==> src/rtl/mux4x1_rr.sv <==
// mux4x1_rr: four-channel valid/ready round-robin mux into a registered output stage with transfer count
module mux4x1_rr #(
  parameter int WIDTH = 8
) (
  input  logic             clk,
  input  logic             rst_n,
  input  logic [WIDTH-1:0] D0,
  input  logic [WIDTH-1:0] D1,
  input  logic [WIDTH-1:0] D2,
  input  logic [WIDTH-1:0] D3,
  input  logic             V0,
  input  logic             V1,
  input  logic             V2,
  input  logic             V3,
  output logic             R0,
  output logic             R1,
  output logic             R2,
  output logic             R3,
  output logic [WIDTH-1:0] Y,
  output logic             YV,
  input  logic             YR,
  output logic             S1,
  output logic             S0,
  output logic [7:0]       CNT
);
  logic [WIDTH-1:0] d [4];
  logic [3:0] v, r;
  logic [1:0] last_grant, gnt;
  logic gnt_ok, load_ok;
  assign d = '{D0, D1, D2, D3};
  assign v = {V3, V2, V1, V0};
  assign load_ok = rst_n & (~YV | YR);
  // descending scan so the nearest channel after last_grant wins
  always_comb begin
    gnt_ok = 1'b0;
    gnt = last_grant;
    for (int k = 4; k >= 1; k--)
      if (v[last_grant + 2'(k)]) begin
        gnt_ok = 1'b1;
        gnt = last_grant + 2'(k);
      end
  end
  assign r = {4{load_ok & gnt_ok}} & (4'b0001 << gnt);
  assign {R3, R2, R1, R0} = r;
  always_ff @(posedge clk) begin
    if (!rst_n) begin
      Y <= '0;
      YV <= 1'b0;
      {S1, S0} <= 2'd0;
      CNT <= 8'd0;
      last_grant <= 2'd3;
    end else begin
      if (YV && YR) CNT <= CNT + 8'd1;
      if (load_ok) begin
        YV <= gnt_ok;
        if (gnt_ok) begin
          Y <= d[gnt];
          {S1, S0} <= gnt;
          last_grant <= gnt;
        end
      end
    end
  end
endmodule

==> config.mk <==
export PLATFORM = sky130hd
export DESIGN_NAME = mux4x1_rr
export DESIGN_NICKNAME = d
export VERILOG_FILES = /design/src/rtl/mux4x1_rr.sv
export SDC_FILE = /design/constraint.sdc
export NUM_CORES = 1
export LEC_CHECK = 0
export ABC_CLOCK_PERIOD_IN_PS = 3400
export CAP_MARGIN = 5
export CORE_MARGIN = 3
export CORE_UTILIZATION = 40
export CTS_BUF_LIST = sky130_fd_sc_hd__clkbuf_4 sky130_fd_sc_hd__clkbuf_8 sky130_fd_sc_hd__clkbuf_16
export DETAILED_ROUTE_END_ITERATION = 6
export HOLD_SLACK_MARGIN = 0.08
export PLACE_DENSITY = 0.79
export SYNTH_ARGS = -nofsm -noshare
export SYNTH_HDL_FRONTEND = slang
export SYNTH_SLANG_ARGS = --single-unit
==> constraint.sdc <==
create_clock -name clk -period 3.4 [get_ports clk]
set_clock_uncertainty 0.1 [all_clocks]
set_input_delay 1.02 -clock clk [delete_from_list [all_inputs] [get_ports clk]]
set_output_delay 1.02 -clock clk [all_outputs]
set_load 0.01 [all_outputs]
==> metrics <==
Hold Vio Cnt, Final=0; Slew headroom=0.790; 1st-iter DRT viols=46; Peak VDD IR=0.224 mV; total gr overflow=0; CP max stage delay=350 ps; worst path arrival time=2170 ps; hpwl dp=2750 um; M3 GR Usage=0.0755; global-route wire length before repair=6240 um; Finished Core Util=0.708; Worst Hold Launch=Y[5]; Comb pwr share=0.393; RSZ-0062 raised after global routing=no; MaxCap Viol Count=0; Worst Setup SP=V3; FP Rows=19; critical setup path kind=in -> out; Mapped Cells=between 100 and 150; mean area per synthesized cell=9.15 um2; Layout Nets=256; FF+latch area=around 420 um2; CTS Buffer Depth=2; Vias/cell=5.05; proportion of layout cells with a drive suffix above 1=0.260; Final Max Slew Viols=0; most congested layer reported by global routing=met2; required time of the critical path=2280 ps; TritonRoute pass-1 iters=4; pin count of the biggest net entering global routing=17; Sequential Power Share=0.420; hold crit path type=reg -> reg; sequential area share after synthesis=0.331; hold path cells=2; final WL=about 3600 um; R2R setup slack=approximately 1400 ps; WL/cell=~14 um; met1 Use GR=0.207; # clock sinks=21; vias=roughly 1300; port buffer count=61; Net Sw Power=216 uW; syn nets=179; Root Driver=clkbuf_4; Clock Latency Late Sink=approximately 320 ps; ANT nets after route=0; die area=around 4000 um2; Routability Congestion=~0.79; # IOs=62; leading area contributor after synthesis=dfxtp_1; Clk pwr share=0.187; CP cell instances=buf_2 -> nor4_4 -> nor3b_4 -> buf_4 -> and3_2 -> clkdlybuf4s15_2; core area=2900 um2; Ys Warns=0; Layout area overhead=61.4%; Slew @ Worst Pin=314 ps; Switching Fraction=0.314; Critical Path Sink=R2; Antenna diodes=0; starting density of the core=0.438; path depth of the worst reg2reg path=7; Post-route DRC=0; fin crit period=3290 ps; final setup fails=0; synth unique cells=34; Pleak=0.802 nW; Syn Std Cell Area=1270 um2; CTS tree=built; r2r endpoint=Y[6]; Die Height=~62 um; top-area cell type share of the netlist area=0.331; die width=62.4 um; outcome=complete, no violations; total CTS buffers=3; Internal Power=471 uW; commonest non-fill, non-tap cell in the layout=clkdlybuf4s50_1; H-tree levels=1; vias in the first global route=1381; Final Cycle Share=0.969; worst-path fanout max=5; ranking of synthesized cells by area=dfxtp_1 (33%), mux2i_1 (7.9%), nand3_1 (7.5%), o211ai_2 (6.9%), mux2_2 (6.2%); Reg clk slew, reported paths=130 ps; PwrDens=~330 nW/um2; synthesis-stage register bit count=21; startpoint types=input pin; total track usage=0.195; hold buffers post-CTS=0; GR Util met2=0.352; RR Startpoint=last_grant[1]; area of the multi-input gates=between 800 and 900 um2; initial antenna violation count=0; setup TNS=0 ps; CP endpoint kind=output pin; max frequency=roughly 300 MHz; commonest non-fill, non-tap cells in the layout=clkdlybuf4s50_1 (51), dfxtp_1 (21), nand3_1 (19), buf_4 (18), nand2_1 (12); Layout fillers=240; Slowest-stage cell, CP=nor4_4
## registers in the layout (all words and copies together) (netlist names)
| name | cells |
|---|---|
| last_grant | 2 |
| S1 | 1 |
| S0 | 1 |
| YV | 1 |
| CNT | 8 |
| Y | 8 |
## cell type report
class / count / share of cell area
tap: 42 / 0.0256
clock buffer: 3 / 0.0110
clock inverter: 1 / 0.00244
timing repair buffer: 79 / 0.349
sequential: 21 / 0.205
multi-input combinational: 108 / 0.402
inverter: 3 / 0.00549
## power by group through the flow
stage | clock network [mW] | logic [mW] | registers (mW)
5_1_grt | 0.142 | 0.293 | 0.292
3_5_place_dp | 0 | 0.267 | 0.293
6_report | 0.128 | 0.270 | 0.289
4_1_cts | 0.133 | 0.269 | 0.288
2_1_floorplan | 0 | 0.123 | 0.301
3_3_place_gp | 0 | 0.261 | 0.293
## cells in the mapped netlist
cell      count
o21ai_0       4
nor2b_1       5
nor3_1        2
nor4_1        1
buf_6         3
or3_1         1
dfxtp_1      21
o221ai_1      1
a21o_2        1
mux2i_1      10
buf_2         3
a21boi_1      1
inv_1         3
nand3b_1      1
and3_2        1
o211ai_2      7
and2_1        6
nor3b_4       1
nand2b_2      1
ha_1          1
nand2_1      12
nand3_1      19
xnor2_1       6
a21boi_0      3
nand4_1       1
nand2b_1      3
nor2_1        8
clkbuf_1      1
or4_1         1
nor4_2        1
mux2_2        7
nor3b_2       1
a21oi_1       1
a31oi_4       1
## per-layer routing
layer,up-vias,part of all wire
li1,645,-
met1,594,0.37
met2,57,0.50
met3,3,0.11
met4,0,0.011
met5,-,0
## through the flow
step	worst slack, ps	std cells	total power, mW	instance area (um2)	hold slack (ps)
after global placement	-582	252	0.553	2010	355
after global routing	33.3	257	0.728	2050	417
after floorplan	170	139	0.424	1270	399
final	106	257	0.687	2050	391
after CTS	9.60	257	0.690	2060	398
after detailed placement	-622	252	0.560	2010	368
## worst max-delay path: cells and delay by family
| family | cells | cell delay [ps] |
|---|---|---|
| and+or+nand+nor | 3 | 640 |
| buffers and inverters | 3 | 520 |
## how the worst min path moves through the flow
stage,end,slack [ps]
2_1_floorplan,Y[2],400
3_3_place_gp,Y[0],350
3_5_place_dp,Y[0],370
4_1_cts,Y[5],400
5_1_grt,Y[1],420
6_report,Y[5],390
## kinds of logic after synthesis
group / share of synthesized area
and+or+nand+nor: 0.284
adders and majority gates: 0.00984
AOI/OAI and AO/OA: 0.143
muxes: 0.141
DFF: 0.331
buffers and inverters: 0.0502
xor gates and xnor gates: 0.0413
## repair_timing
| item | 4_1_cts | 5_1_grt |
|---|---|---|
| cloned | 0 | 0 |
| setup endpoints to repair | 4 | 4 |
| resized for setup | 27 | 10 |
| setup buffers | 1 | 0 |
| pin swaps | 2 | 1 |
Note: power is estimated with default switching activity, not from simulation.
